<file path="src/rtl/lcd_sequencer_pkg.sv">
// lcd_pkg: shared FSM states, power-on init table and HD44780 command codes.
// Contents: state_t enum, init_step_t record, INIT_SEQ table, CMD_* constants.
package lcd_pkg;
  typedef enum logic [2:0] {POWER, INIT, IDLE, SETUP, EN_HI, EN_LO, WAIT} state_t;
  localparam logic [7:0] CMD_FUNCSET = 8'h28;
  localparam logic [7:0] CMD_DISPON  = 8'h0C;
  localparam logic [7:0] CMD_CLEAR   = 8'h01;
  localparam logic [7:0] CMD_ENTRY   = 8'h06;
  typedef struct packed {
    logic       is_byte;
    logic [7:0] val;
    logic       long_wait;
  } init_step_t;
  localparam int INIT_LEN = 8;
  // Single-nibble steps keep their nibble in val[7:4] so they go out as the high nibble.
  localparam init_step_t INIT_SEQ [INIT_LEN] = '{
    '{1'b0, 8'h30, 1'b1},
    '{1'b0, 8'h30, 1'b0},
    '{1'b0, 8'h30, 1'b0},
    '{1'b0, 8'h20, 1'b0},
    '{1'b1, CMD_FUNCSET, 1'b0},
    '{1'b1, CMD_DISPON, 1'b0},
    '{1'b1, CMD_CLEAR, 1'b1},
    '{1'b1, CMD_ENTRY, 1'b0}
  };
endpackage

</file>
<file path="src/rtl/lcd_sequencer_if.sv">
// lcd_sequencer_if: requester handshake plus HD44780 pin bundle.
// master = requester (drives in_valid/in_data/in_rs); slave = sequencer (drives the rest).
interface lcd_sequencer_if;
  logic       in_valid;
  logic [7:0] in_data;
  logic       in_rs;
  logic       in_ready;
  logic       init_done;
  logic       busy;
  logic [3:0] lcd_data;
  logic       lcd_en;
  logic       lcd_rs;
  modport master (output in_valid, in_data, in_rs,
                  input in_ready, init_done, busy, lcd_data, lcd_en, lcd_rs);
  modport slave (input in_valid, in_data, in_rs,
                 output in_ready, init_done, busy, lcd_data, lcd_en, lcd_rs);
endinterface

</file>
<file path="src/rtl/lcd_sequencer_prescaler.sv">
// lcd_prescaler: divides CLK into a one-cycle tick every DIVIDER cycles.
// Ports: CLK, RST (async, high), clr_i (sync restart of the count), tick_o.
module lcd_prescaler #(
  parameter int DIVIDER = 12
) (
  input  logic CLK,
  input  logic RST,
  input  logic clr_i,
  output logic tick_o
);
  localparam int CW = DIVIDER > 1 ? $clog2(DIVIDER) : 1;
  logic [CW-1:0] cnt_q, cnt_d;
  assign tick_o = cnt_q == CW'(DIVIDER - 1);
  always_comb cnt_d = (clr_i || tick_o) ? '0 : cnt_q + 1'b1;
  always_ff @(posedge CLK or posedge RST)
    if (RST) cnt_q <= '0;
    else     cnt_q <= cnt_d;
endmodule

</file>
<file path="src/rtl/lcd_sequencer.sv">
// lcd_sequencer: HD44780 4-bit write sequencer with power-on init.
// Ports: CLK, RST (async, high), bus (lcd_sequencer_if.slave: byte handshake in, LCD pins out).
module lcd_sequencer
  import lcd_pkg::*;
#(
  parameter int DIVIDER   = 12,
  parameter int DELAY_BIT = 6
) (
  input logic            CLK,
  input logic            RST,
  lcd_sequencer_if.slave bus
);
  localparam int DW = DELAY_BIT + 9;
  localparam logic [DW-1:0] SHORT_LAST = DW'((1 << DELAY_BIT) - 1);
  localparam logic [DW-1:0] LONG_LAST  = DW'((1 << (DELAY_BIT + 6)) - 1);
  localparam logic [DW-1:0] PWR_LAST   = DW'((1 << (DELAY_BIT + 8)) - 1);
  state_t        state_q, state_d;
  logic [7:0]    data_q, data_d;
  logic          rs_q, rs_d, lo_q, lo_d, single_q, single_d, long_q, long_d, done_q, done_d;
  logic [3:0]    idx_q, idx_d;
  logic [DW-1:0] dly_q, dly_d;
  logic          tick, clr, dly_end, accept;
  init_step_t    step;
  lcd_prescaler #(.DIVIDER(DIVIDER)) u_pre (.CLK, .RST, .clr_i(clr), .tick_o(tick));
  assign step    = INIT_SEQ[idx_q[2:0]];
  assign accept  = bus.in_valid && bus.in_ready;
  assign dly_end = tick && dly_q == (state_q == POWER ? PWR_LAST : long_q ? LONG_LAST : SHORT_LAST);
  assign clr     = state_d != state_q || lo_d != lo_q;
  always_comb begin
    state_d  = state_q;
    data_d   = data_q;
    rs_d     = rs_q;
    lo_d     = lo_q;
    single_d = single_q;
    long_d   = long_q;
    done_d   = done_q;
    idx_d    = idx_q;
    dly_d    = (tick && (state_q == POWER || state_q == WAIT)) ? dly_q + 1'b1 : dly_q;
    case (state_q)
      POWER: if (dly_end) state_d = INIT;
      INIT:
        if (idx_q == 4'(INIT_LEN)) begin
          state_d = IDLE;
          done_d  = 1'b1;
        end else begin
          state_d  = SETUP;
          data_d   = step.val;
          rs_d     = 1'b0;
          lo_d     = 1'b0;
          single_d = !step.is_byte;
          long_d   = step.long_wait;
          idx_d    = idx_q + 1'b1;
        end
      IDLE:
        if (accept) begin
          state_d  = SETUP;
          data_d   = bus.in_data;
          rs_d     = bus.in_rs;
          lo_d     = 1'b0;
          single_d = 1'b0;
          long_d   = !bus.in_rs && bus.in_data <= 8'h03;
        end
      SETUP: if (tick) state_d = EN_HI;
      EN_HI: if (tick) state_d = EN_LO;
      EN_LO:
        if (tick) begin
          state_d = (lo_q || single_q) ? WAIT : SETUP;
          lo_d    = !(lo_q || single_q) || lo_q;
        end
      WAIT: if (dly_end) state_d = done_q ? IDLE : INIT;
      default: state_d = POWER;
    endcase
    if (state_d != state_q) dly_d = '0;
  end
  always_ff @(posedge CLK or posedge RST)
    if (RST) begin
      state_q  <= POWER;
      data_q   <= '0;
      rs_q     <= 1'b0;
      lo_q     <= 1'b0;
      single_q <= 1'b0;
      long_q   <= 1'b0;
      done_q   <= 1'b0;
      idx_q    <= '0;
      dly_q    <= '0;
    end else begin
      state_q  <= state_d;
      data_q   <= data_d;
      rs_q     <= rs_d;
      lo_q     <= lo_d;
      single_q <= single_d;
      long_q   <= long_d;
      done_q   <= done_d;
      idx_q    <= idx_d;
      dly_q    <= dly_d;
    end
  assign bus.in_ready  = state_q == IDLE && done_q;
  assign bus.init_done = done_q;
  assign bus.busy      = state_q != IDLE;
  assign bus.lcd_en    = state_q == EN_HI;
  assign bus.lcd_rs    = rs_q;
  assign bus.lcd_data  = lo_q ? data_q[3:0] : data_q[7:4];
endmodule

</file>
<file path="src/flat_wrapper.sv">
// flat-port wrapper written by rule: the top's interface ports become plain ports
module lcd_sequencer_flat import lcd_pkg::*;
#(
  parameter int DIVIDER   = 12,
  parameter int DELAY_BIT = 6
)
  (CLK, RST, bus_in_valid, bus_in_data, bus_in_rs, bus_in_ready, bus_init_done, bus_busy, bus_lcd_data, bus_lcd_en, bus_lcd_rs);
  lcd_sequencer_if bus_i ();
  input logic CLK;
  input logic RST;
  input wire logic [$bits(bus_i.in_valid)-1:0] bus_in_valid;
  input wire logic [$bits(bus_i.in_data)-1:0] bus_in_data;
  input wire logic [$bits(bus_i.in_rs)-1:0] bus_in_rs;
  output wire logic [$bits(bus_i.in_ready)-1:0] bus_in_ready;
  output wire logic [$bits(bus_i.init_done)-1:0] bus_init_done;
  output wire logic [$bits(bus_i.busy)-1:0] bus_busy;
  output wire logic [$bits(bus_i.lcd_data)-1:0] bus_lcd_data;
  output wire logic [$bits(bus_i.lcd_en)-1:0] bus_lcd_en;
  output wire logic [$bits(bus_i.lcd_rs)-1:0] bus_lcd_rs;
  assign bus_i.in_valid = bus_in_valid;
  assign bus_i.in_data = bus_in_data;
  assign bus_i.in_rs = bus_in_rs;
  assign bus_in_ready = bus_i.in_ready;
  assign bus_init_done = bus_i.init_done;
  assign bus_busy = bus_i.busy;
  assign bus_lcd_data = bus_i.lcd_data;
  assign bus_lcd_en = bus_i.lcd_en;
  assign bus_lcd_rs = bus_i.lcd_rs;
  lcd_sequencer #(.DIVIDER(DIVIDER), .DELAY_BIT(DELAY_BIT)) u_core (.CLK(CLK), .RST(RST), .bus(bus_i));
endmodule
</file>
<file path="config.mk">
export PLATFORM = sky130hd
export DESIGN_NAME = lcd_sequencer_flat
export DESIGN_NICKNAME = d
export VERILOG_FILES = /design/src/rtl/lcd_sequencer_pkg.sv /design/src/rtl/lcd_sequencer_if.sv /design/src/rtl/lcd_sequencer_prescaler.sv /design/src/rtl/lcd_sequencer.sv /design/src/flat_wrapper.sv
export SDC_FILE = /design/constraint.sdc
export NUM_CORES = 1
export LEC_CHECK = 0
export BUFFER_PORTS_ARGS = -buffer_cell sky130_fd_sc_hd__buf_2
export CORE_UTILIZATION = 50
export CTS_BUF_LIST = sky130_fd_sc_hd__clkbuf_8
export CTS_CLUSTER_DIAMETER = 120
export DETAILED_ROUTE_END_ITERATION = 10
export PLACE_DENSITY = 0.76
export REMOVE_ABC_BUFFERS = 1
export SLEW_MARGIN = 10
export SYNTH_ARGS = -nofsm -noshare
export SYNTH_HDL_FRONTEND = slang
export SYNTH_SLANG_ARGS = --single-unit
</file>
<file path="constraint.sdc">
create_clock -name CLK -period 4.6 [get_ports CLK]
set_input_delay 0.92 -clock CLK [delete_from_list [all_inputs] [get_ports CLK]]
set_output_delay 0.92 -clock CLK [all_outputs]
set_load 0.1 [all_outputs]
</file>
==> results.ini, run 1 <==
[power]
comb_power_share=0.023
vdd_drop_max_uv=159
clock_power_share=0.380
pwr-share-seq=0.597
sw_frac_of_total=0.218
leakage_nw=1.07
p_sw_mw=0.125
p_per_area_nw_per_um2=241
finalPower_mw=0.574
p_int_mw=0.449

[timing]
slew_viol_final=0
hold_viol=0
fin_skew_ns=0.00426
tns_ns=0
setup_viol=0
period_minus_slack_ns=3.09
worstMarginPinSlew_ns=0.788
max_freq_ghz=0.324
rsz0062_at_grt=no
finalCritPeriodShare=0.671
maxSlewHeadroom=0.475

[hold_path]
min_path_type=flip-flop to flip-flop
hp-start=u_core.u_pre.cnt_q[0]$_DFF_PP0_

[placed_design]
post_dp_cell_area_um2=2310
place.gp.congestion=0.839
dpl.cell_count=301
port_buffers=20
hpwl_um=2960

[logic_synthesis]
synth-seq-cells=39
synth.most_common_cell=dfrtp_1
synth_cells=240
syn_area_per_cell_um2=9.17
async_flop_share=1.00
synth_top_cell_area_share=0.443
yosysSeqAreaShare=0.443
synth-warning-count=0
synth_area_leaders=dfrtp_1, nor2_1, ha_1
synth_common_cells=dfrtp_1, nor2_1, nand2_1
ys.flop_type=dfrtp_1
syn_area_um2=2200
synth_edf_count=0
yosys.area.top_type=dfrtp_1
synth_cell_type_count=40

[clocking]
cts_tree=done
cts_hold_buf=0
clk_pin_slew_ns=0.07
post_cts_buffers=0
cts_root_buf=clkbuf_8
insertion_delay_ns=0.29
clk_path_buf_depth=2
clock-sinks=39
cts_resized=0
cts_buffers=5
cts_max_level=2

[cells_and_area]
final_nets=277
layout-drive-gt1-share=0.166
final_cells=309
final_util=0.580
final_cell_area_um2=2390
area_growth_pct=8.47
n_antenna_cell=0

[critical_path]
path_max_fanout=18
r2r_start=u_core.state_q[1]$_DFF_PP0_
cp.arrival_ns=2.17
start_kind=flip-flop
endpoint_kind=output port
critPathKind=flip-flop to output port
required_ns=3.68
crit_start=u_core.state_q[1]$_DFF_PP0_

[route]
drc=0
firstDrtPassIters=4
drtIter0Drc=79
viasPerCell=5.50
wl_per_cell_um=13.7
drt_wl_total_um=4230
drtAntennaViolNets=0
vias=1699

[die]
core_area_um2=4120
ios=21
die-area_um2=4670
start_util=0.535
row_count=23
die_h_um=68.3
die_x_um=68.3

[flow_run]
cap_viol_max_count=0

[global_routing]
grt_pass1_wl_um=7160
antenna_found_initial=0
grt-ovfl-total=0
track_usage=0.209
grt_pass1_vias=1490
grt_max_degree=40

[outcome]
status=completed

[cell families (layout without fill, tap and decap cells)]
group	after synthesis	count (layout)	share of synthesized area
buffers and inverters	24	43	0.0534
adders and majority gates	7	7	0.0398
and+or+nand+nor	104	104	0.252
AOI/OAI and AO/OA	43	43	0.114
xor gates and xnor gates	15	15	0.0597
DFF	39	39	0.443
muxes	8	8	0.0381
[registers in the layout, summed over array words and instances (netlist names)]
register / count
u_core.lo_q: 1
u_core.data_q: 8
u_core.state_q: 3
u_core.dly_q: 15
u_core.u_pre.cnt_q: 4
u_core.long_q: 1
u_core.single_q: 1
u_core.bus.lcd_rs: 1
u_core.bus.init_done: 1
u_core.idx_q: 4
[power by group through the flow]
| stage | logic, mW | clock network, mW | registers (mW) |
|---|---|---|---|
| 5_1_grt | 0.0154 | 0.241 | 0.342 |
| 6_report | 0.0133 | 0.218 | 0.343 |
| 3_3_place_gp | 0.0136 | 0 | 0.349 |
| 2_1_floorplan | 0.00551 | 0 | 0.349 |
| 4_1_cts | 0.0139 | 0.226 | 0.342 |
| 3_5_place_dp | 0.0139 | 0 | 0.349 |
[through the flow]
step / setup slack, ns / hold slack, ns
5_1_grt: 1.35 / 0.484
4_1_cts: 1.52 / 0.463
6_report: 1.51 / 0.462
2_1_floorplan: 1.11 / 0.432
3_5_place_dp: 1.84 / 0.453
3_3_place_gp: 1.88 / 0.454
[path summary, 6_finish.rpt]
path	end	slack, ns	depth (start not counted)
setup / recovery	bus_in_ready	1.51	3
hold / removal	u_core.u_pre.cnt_q[0]$_DFF_PP0_	0.46	1
setup reg to reg	u_core.single_q$_DFFE_PP0P_	2.02	5
hold reg to reg	u_core.u_pre.cnt_q[0]$_DFF_PP0_	0.46	1
max in group asynchronous	u_core.idx_q[2]$_DFFE_PP0P_	3.51	3
min in group asynchronous	u_core.bus.lcd_rs$_DFFE_PP0P_	0.74	3
[critical path, cell delays in order (launching register included)]
cell and delay [ns]:
dfrtp_1 0.59, nor3b_4 0.66, and2_1 0.22, buf_2 0.42
[final cells by class]
type	count	area, um2
fill	368	1730
clock inverter	3	12.5
clock buffer	5	68.8
sequential	39	976
multi-input combinational	177	1110
timing repair buffer	21	108
tap	50	62.6
inverter	14	52.6
[layer usage]
metal  part of all wire  GRT usage  up-vias  wire length (um)
met3              0.036     0.0567        4               152
met2               0.46      0.305       29              1940
met5                  0          0        -                 0
li1                   -          -      863                 -
met4             0.0076     0.0547        0                32
met1               0.50      0.301      803              2110
[cell usage in the layout, fill, tap and decap left out, drive strengths merged, types with 2 or more instances in the layout]
cell type	count
dfrtp	39
nor2	37
buf	21
nand2	19
a21oi	17
inv	16
o21ai	14
nand3	10
xnor2	9
nor3	7
ha	7
nand4	6
xor2	6
mux2i	5
clkbuf	5
and3	4
or3	4
and2	3
a31oi	3
nand2b	3
mux2	3
nor4	2
nand3b	2
a41o	2
o21a	2
nor3b	2
Note: power is estimated with default switching activity, not from simulation.
==> run 2, diff against run 1 <==
PLACE_DENSITY = 0.79   (was 0.76)
clock period = 2.5 ns   (was 4.6 ns; I/O delays follow)
==> run 2 against run 1 <==
Compared with the run above:
- hold slack lost 0.16 ns
- register-to-register slack lost 1.7 ns
- sequential share of layout area shrank 1.2 points
- final area grew 3.1%
- clock skew grew 0.0046 ns
- critical path type unchanged
- largest cell class unchanged
- largest power group unchanged
- highest routed layer unchanged
==> results.ini, run 2 (synthesized netlist as in run 1, its figures left out) <==
[outcome]
status=completed  ; unchanged

[clocking]
clock-sinks=39  ; unchanged
cts_resized=0  ; unchanged
insertion_delay_ns=0.30  ; was 0.29 ns
cts_root_buf=clkbuf_8  ; unchanged
cts_max_level=2  ; unchanged
clk_pin_slew_ns=0.08  ; was 0.07 ns
post_cts_buffers=0  ; unchanged
clk_path_buf_depth=2  ; unchanged
cts_tree=done  ; unchanged
cts_buffers=5  ; unchanged
cts_hold_buf=0  ; unchanged

[cells_and_area]
final_nets=280  ; was 277
final_util=0.598  ; was 0.580
layout-drive-gt1-share=0.183  ; was 0.166
final_common_cell=dfrtp_1  ; unchanged
mostFrequentLayoutCells=dfrtp_1, nor2_1, nand2_1, buf_2, a21oi_1  ; was dfrtp_1, nor2_1, buf_2
final_cells=312  ; was 309
top_register=u_core.dly_q  ; unchanged
area_growth_pct=11.8  ; was 8.47%
reg.largest.list=u_core.dly_q x15, u_core.data_q x8  ; unchanged
largest_reg_flops=15  ; unchanged
n_antenna_cell=0  ; unchanged

[power]
clock_power_share=0.457  ; was 0.380
p_per_area_nw_per_um2=490  ; was 241 nW/um2
pwr-share-seq=0.523  ; was 0.597
sw_frac_of_total=0.202  ; was 0.218
vdd_drop_max_uv=341  ; was 159 uV
leakage_nw=1.10  ; was 1.07 nW
p_int_mw=0.961  ; was 0.449 mW
p_sw_mw=0.244  ; was 0.125 mW
comb_power_share=0.020  ; was 0.023

[critical_path]
critPathKind=flip-flop to output port  ; unchanged
required_ns=2.00  ; was 3.68 ns
cp.arrival_ns=1.81  ; was 2.17 ns
start_kind=flip-flop  ; unchanged
endpoint_kind=output port  ; unchanged
crit_chain=buf_4 -> nand2b_1 -> nor2_1 -> buf_2  ; was nor3b_4 -> and2_1 -> buf_2
cp_slowest_cell=dfrtp_1  ; was nor3b_4
path_buf_inv=2  ; was 1
crit_family=buffers and inverters  ; was simple AND/OR/NAND/NOR gates
r2r_slack_ns=0.31  ; was 2.02 ns
path_max_fanout=8  ; was 18
cpPeakStageDelay_ns=0.46  ; was 0.66 ns

[route]
drc=0  ; unchanged
viasPerCell=5.65  ; was 5.50
wl_per_cell_um=13.7  ; about the same
drt_wl_total_um=4280  ; was 4230 um
firstDrtPassIters=4  ; unchanged
vias=1763  ; was 1,699
drtAntennaViolNets=0  ; unchanged
drtIter0Drc=118  ; was 79

[global_routing]
grt_pass1_wl_um=7220  ; was 7160 um
grt_max_degree=40  ; unchanged
antenna_found_initial=0  ; unchanged
grt-ovfl-total=0  ; unchanged
grt_pass1_vias=1642  ; was 1,490
track_usage=0.213  ; was 0.209

[die]
die-area_um2=4670  ; unchanged
row_count=23  ; unchanged
die_x_um=68.3  ; unchanged
ios=21  ; unchanged
start_util=0.535  ; unchanged
core_area_um2=4120  ; unchanged
die_h_um=68.3  ; unchanged

[placed_design]
dpl.cell_count=304  ; was 301
hpwl_um=2970  ; was 2960 um
dp_slack_ns=0.315  ; was 1.84 ns
place.gp.congestion=0.926  ; was 0.839
port_buffers=20  ; unchanged

[timing]
rsz0062_at_grt=no  ; unchanged
slew_viol_final=0  ; unchanged
worstMarginPinSlew_ns=0.561  ; was 0.788 ns
period_minus_slack_ns=2.31
maxSlewHeadroom=0.626  ; was 0.475
setup_viol=0  ; unchanged
fin_skew_ns=0.00883  ; was 0.00426 ns
max_freq_ghz=0.432
timing.hold.ws_ns=0.301  ; was 0.462 ns
hold_viol=0  ; unchanged
finalCritPeriodShare=0.925
timing.final.ws_setup_ns=0.187  ; was 1.51 ns

[hold_path]
min_path_type=input pin to async pin  ; was flip-flop to flip-flop

[flow_run]
cap_viol_max_count=0  ; unchanged

[run 2: changes by cell type in the layout (fill, tap and decap cells not counted), sizes merged]
cell    change
inv         -2
buf         +3
clkbuf      +1
bufinv      +1
[run 2: path summary, 6_finish.rpt]
kind                                                      start                               to  cells past startpoint
worst max register to register  u_core.u_pre.cnt_q[0]$_DFF_PP0_      u_core.dly_q[5]$_DFFE_PP0P_                      5
worst min register to register  u_core.u_pre.cnt_q[0]$_DFF_PP0_  u_core.u_pre.cnt_q[0]$_DFF_PP0_                      1
max in group asynchronous                                   RST      u_core.dly_q[6]$_DFFE_PP0P_                      3
worst min-delay path                                        RST     u_core.data_q[7]$_DFFE_PP0P_                      3
min in group CLK                                 bus_in_data[7]     u_core.data_q[7]$_DFFE_PP0P_                      3
worst max-delay path                u_core.state_q[1]$_DFF_PP0_                       bus_lcd_en                      4
[run 2: worst register-to-register path: stages, from the launching register on]
cell and delay [ns]:
dfrtp_1 0.40, ha_1 0.27, and4b_4 0.24, or4_4 0.58
a41o_1 0.43, a21oi_1 0.19
[run 2: metal layers]
layer / track usage / routed length (um)
met1: 0.265 / 1980
met2: 0.358 / 2040
met4: 0.0807 / 55
met5: 0 / 0
met3: 0.0467 / 207
[run 2: cell type report]
cell class	instances	area, um2
clock buffers	6	82.6
inverters	14	52.6
multi-input cells	177	1110
repair buffers	24	145
fillers	347	1650
well taps	50	62.6
flip-flops and latches	39	976
clock inverters	2	35.0
[run 2: power by group through the flow]
| stage | Clock (mW) | Sequential (mW) | Combinational (mW) |
|---|---|---|---|
| floorplan | 0 | 0.643 | 0.0101 |
| global placement | 0 | 0.643 | 0.0244 |
| detailed placement | 0 | 0.643 | 0.0246 |
| CTS | 0.558 | 0.630 | 0.0249 |
| global route | 0.585 | 0.630 | 0.0288 |
| finish | 0.551 | 0.630 | 0.0239 |
[run 2: per-stage QoR]
step	TNS [ns]	area (um2)	power, mW
floorplan	-1.13	2140	0.653
global placement	0	2340	0.667
detailed placement	0	2340	0.667
CTS	0	2460	1.21
global route	0	2460	1.24
finish	0	2460	1.21
==> run 3, diff against run 2 <==
CTS_CLUSTER_DIAMETER = 80   (was 120)
PLACE_DENSITY = 0.72   (was 0.79)
==> run 3 against run 2 <==
Compared with the run above:
- register-to-register slack got worse by 0.04 ns
- sequential share of layout area is 0.28 points higher
- via count fell by 0.11%
- sequential power hardly changed
- clock power down 19%
- cell count stayed put
- clock skew fell by 0.0063 ns
- critical endpoint is now u_core.dly_q[5]$_DFFE_PP0P_
==> results.ini, run 3 (synthesized netlist as in run 1, its figures left out) <==
[timing]
fin_skew_ns=0.00257  ; was 0.00883 ns
period_minus_slack_ns=2.23  ; was 2.31 ns
maxSlewHeadroom=0.609  ; was 0.626
rsz0062_at_grt=no  ; unchanged
finalCritPeriodShare=0.893  ; was 0.925
setup_viol=0  ; unchanged
worstMarginPinSlew_ns=0.587  ; was 0.561 ns
hold_viol=0  ; unchanged
max_freq_ghz=0.448  ; was 0.432 GHz
timing.hold.ws_ns=0.329  ; was 0.301 ns
slew_viol_final=0  ; unchanged

[clocking]
cts_buffers=5  ; unchanged
clk_pin_slew_ns=0.07  ; was 0.08 ns
clk_path_buf_depth=2  ; unchanged
post_cts_buffers=0  ; unchanged
cts_resized=0  ; unchanged
clock-sinks=39  ; unchanged
cts_tree=done  ; unchanged
insertion_delay_ns=0.28  ; was 0.30 ns
cts_max_level=2  ; unchanged
cts_hold_buf=0  ; unchanged
cts_root_buf=clkbuf_8  ; unchanged

[cells_and_area]
largest_reg_flops=15  ; unchanged
final_nets=280  ; unchanged
top_register=u_core.dly_q  ; unchanged
final_common_cell=dfrtp_1  ; unchanged
layout-drive-gt1-share=0.179  ; was 0.183
mostFrequentLayoutCells=dfrtp_1, nor2_1, nand2_1, buf_2, a21oi_1  ; unchanged
n_antenna_cell=0  ; unchanged
reg.largest.list=u_core.dly_q x15, u_core.data_q x8  ; unchanged
area_growth_pct=11.0  ; was 11.8%
final_cell_area_um2=2440  ; was 2460 um2

[global_routing]
grt_pass1_vias=1514  ; was 1,642
grt-ovfl-total=0  ; unchanged
track_usage=0.201  ; was 0.213
antenna_found_initial=0  ; unchanged
grt_max_degree=40  ; unchanged
grt_pass1_wl_um=6960  ; was 7220 um

[die]
row_count=23  ; unchanged
ios=21  ; unchanged
die_x_um=68.3  ; unchanged
core_area_um2=4120  ; unchanged
start_util=0.535  ; unchanged
die_h_um=68.3  ; unchanged
die-area_um2=4670  ; unchanged

[critical_path]
cp_slowest_cell=or4_4  ; was dfrtp_1
path_buf_inv=0  ; was 2
crit_family=compound AO/OA/AOI/OAI gates  ; was buffers and inverters
endpoint_kind=flip-flop  ; was output port
critPathKind=flip-flop to flip-flop  ; was flip-flop to output port
cp.arrival_ns=2.44  ; was 1.81 ns
path_max_fanout=11  ; was 8
start_kind=flip-flop  ; unchanged
required_ns=2.71  ; was 2.00 ns
cpPeakStageDelay_ns=0.49  ; was 0.46 ns
crit_chain=ha_1 -> nand3b_1 -> o21ai_0 -> or4_4 -> a41o_1 -> a21oi_1  ; was buf_4 -> nand2b_1 -> nor2_1 -> buf_2

[power]
leakage_nw=1.09  ; was 1.10 nW
vdd_drop_max_uv=319  ; was 341 uV
p_per_area_nw_per_um2=452  ; was 490 nW/um2

[flow_run]
cap_viol_max_count=0  ; unchanged

[route]
drtAntennaViolNets=0  ; unchanged
vias=1761  ; was 1,763
firstDrtPassIters=4  ; unchanged
drtIter0Drc=112  ; was 118
viasPerCell=5.64  ; was 5.65
wl_per_cell_um=13.1  ; was 13.7 um
drt_wl_total_um=4080  ; was 4280 um
drc=0  ; unchanged

[placed_design]
port_buffers=20  ; unchanged
hpwl_um=2910  ; was 2970 um
post_dp_cell_area_um2=2340  ; unchanged
place.gp.congestion=0.884  ; was 0.926

[outcome]
status=completed  ; unchanged

[hold_path]
min_path_type=input pin to async pin  ; unchanged

[run 3: layer usage]
| metal | vias up | share of wire | track usage |
|---|---|---|---|
| li1 | 875 | - | - |
| met1 | 839 | 0.50 | 0.287 |
| met3 | 4 | 0.038 | 0.0500 |
| met5 | - | 0 | 0 |
| met2 | 43 | 0.45 | 0.293 |
| met4 | 0 | 0.011 | 0.0703 |
[run 3: worst reg2reg max path: cells and delay by family, from the launching register on]
kind / cells / cell delay [ns]
compound gates: 3 / 0.78
simple gates: 2 / 0.72
flops: 1 / 0.40
fa+ha+maj: 1 / 0.27
[run 3: through the flow]
stage	power (mW)	utilization	setup TNS [ns]	worst slack (ns)	std cells
after global routing	1.15	0.594	0	0.131	312
after floorplan	0.653	-	-1.13	-0.568	230
after CTS	1.12	0.594	0	0.262	312
final	1.10	0.594	0	0.268	312
after global placement	0.668	0.569	0	0.339	304
after detailed placement	0.668	0.569	0	0.265	304
[run 3: final timing paths]
| check | startpoint | end | slack [ns] | cells after the start |
|---|---|---|---|---|
| setup / recovery | u_core.u_pre.cnt_q[0]$_DFF_PP0_ | u_core.dly_q[5]$_DFFE_PP0P_ | 0.27 | 6 |
| hold / removal | RST | u_core.bus.lcd_rs$_DFFE_PP0P_ | 0.33 | 3 |
| setup reg to reg | u_core.u_pre.cnt_q[0]$_DFF_PP0_ | u_core.dly_q[5]$_DFFE_PP0P_ | 0.27 | 6 |
| hold reg to reg | u_core.u_pre.cnt_q[0]$_DFF_PP0_ | u_core.u_pre.cnt_q[0]$_DFF_PP0_ | 0.46 | 1 |
| max in group asynchronous | RST | u_core.u_pre.cnt_q[1]$_DFF_PP0_ | 1.83 | 3 |
| min in group CLK | bus_in_data[7] | u_core.data_q[7]$_DFFE_PP0P_ | 0.46 | 3 |
[run 3: layout make-up]
type	instances	area [um2]
Clock buffer	7	96.3
Clock inverter	1	3.75
Fill cell	376	1670
Inverter	14	52.6
Multi-Input combinational cell	177	1110
Sequential cell	39	976
Tap cell	50	62.6
Timing Repair Buffer	24	145
[run 3: report_power, final]
part	leakage (nW)	internal, mW	switching, mW
Combinational	0.530	0.00780	0.0165
Sequential	0.504	0.631	0
Clock	0.0557	0.247	0.202
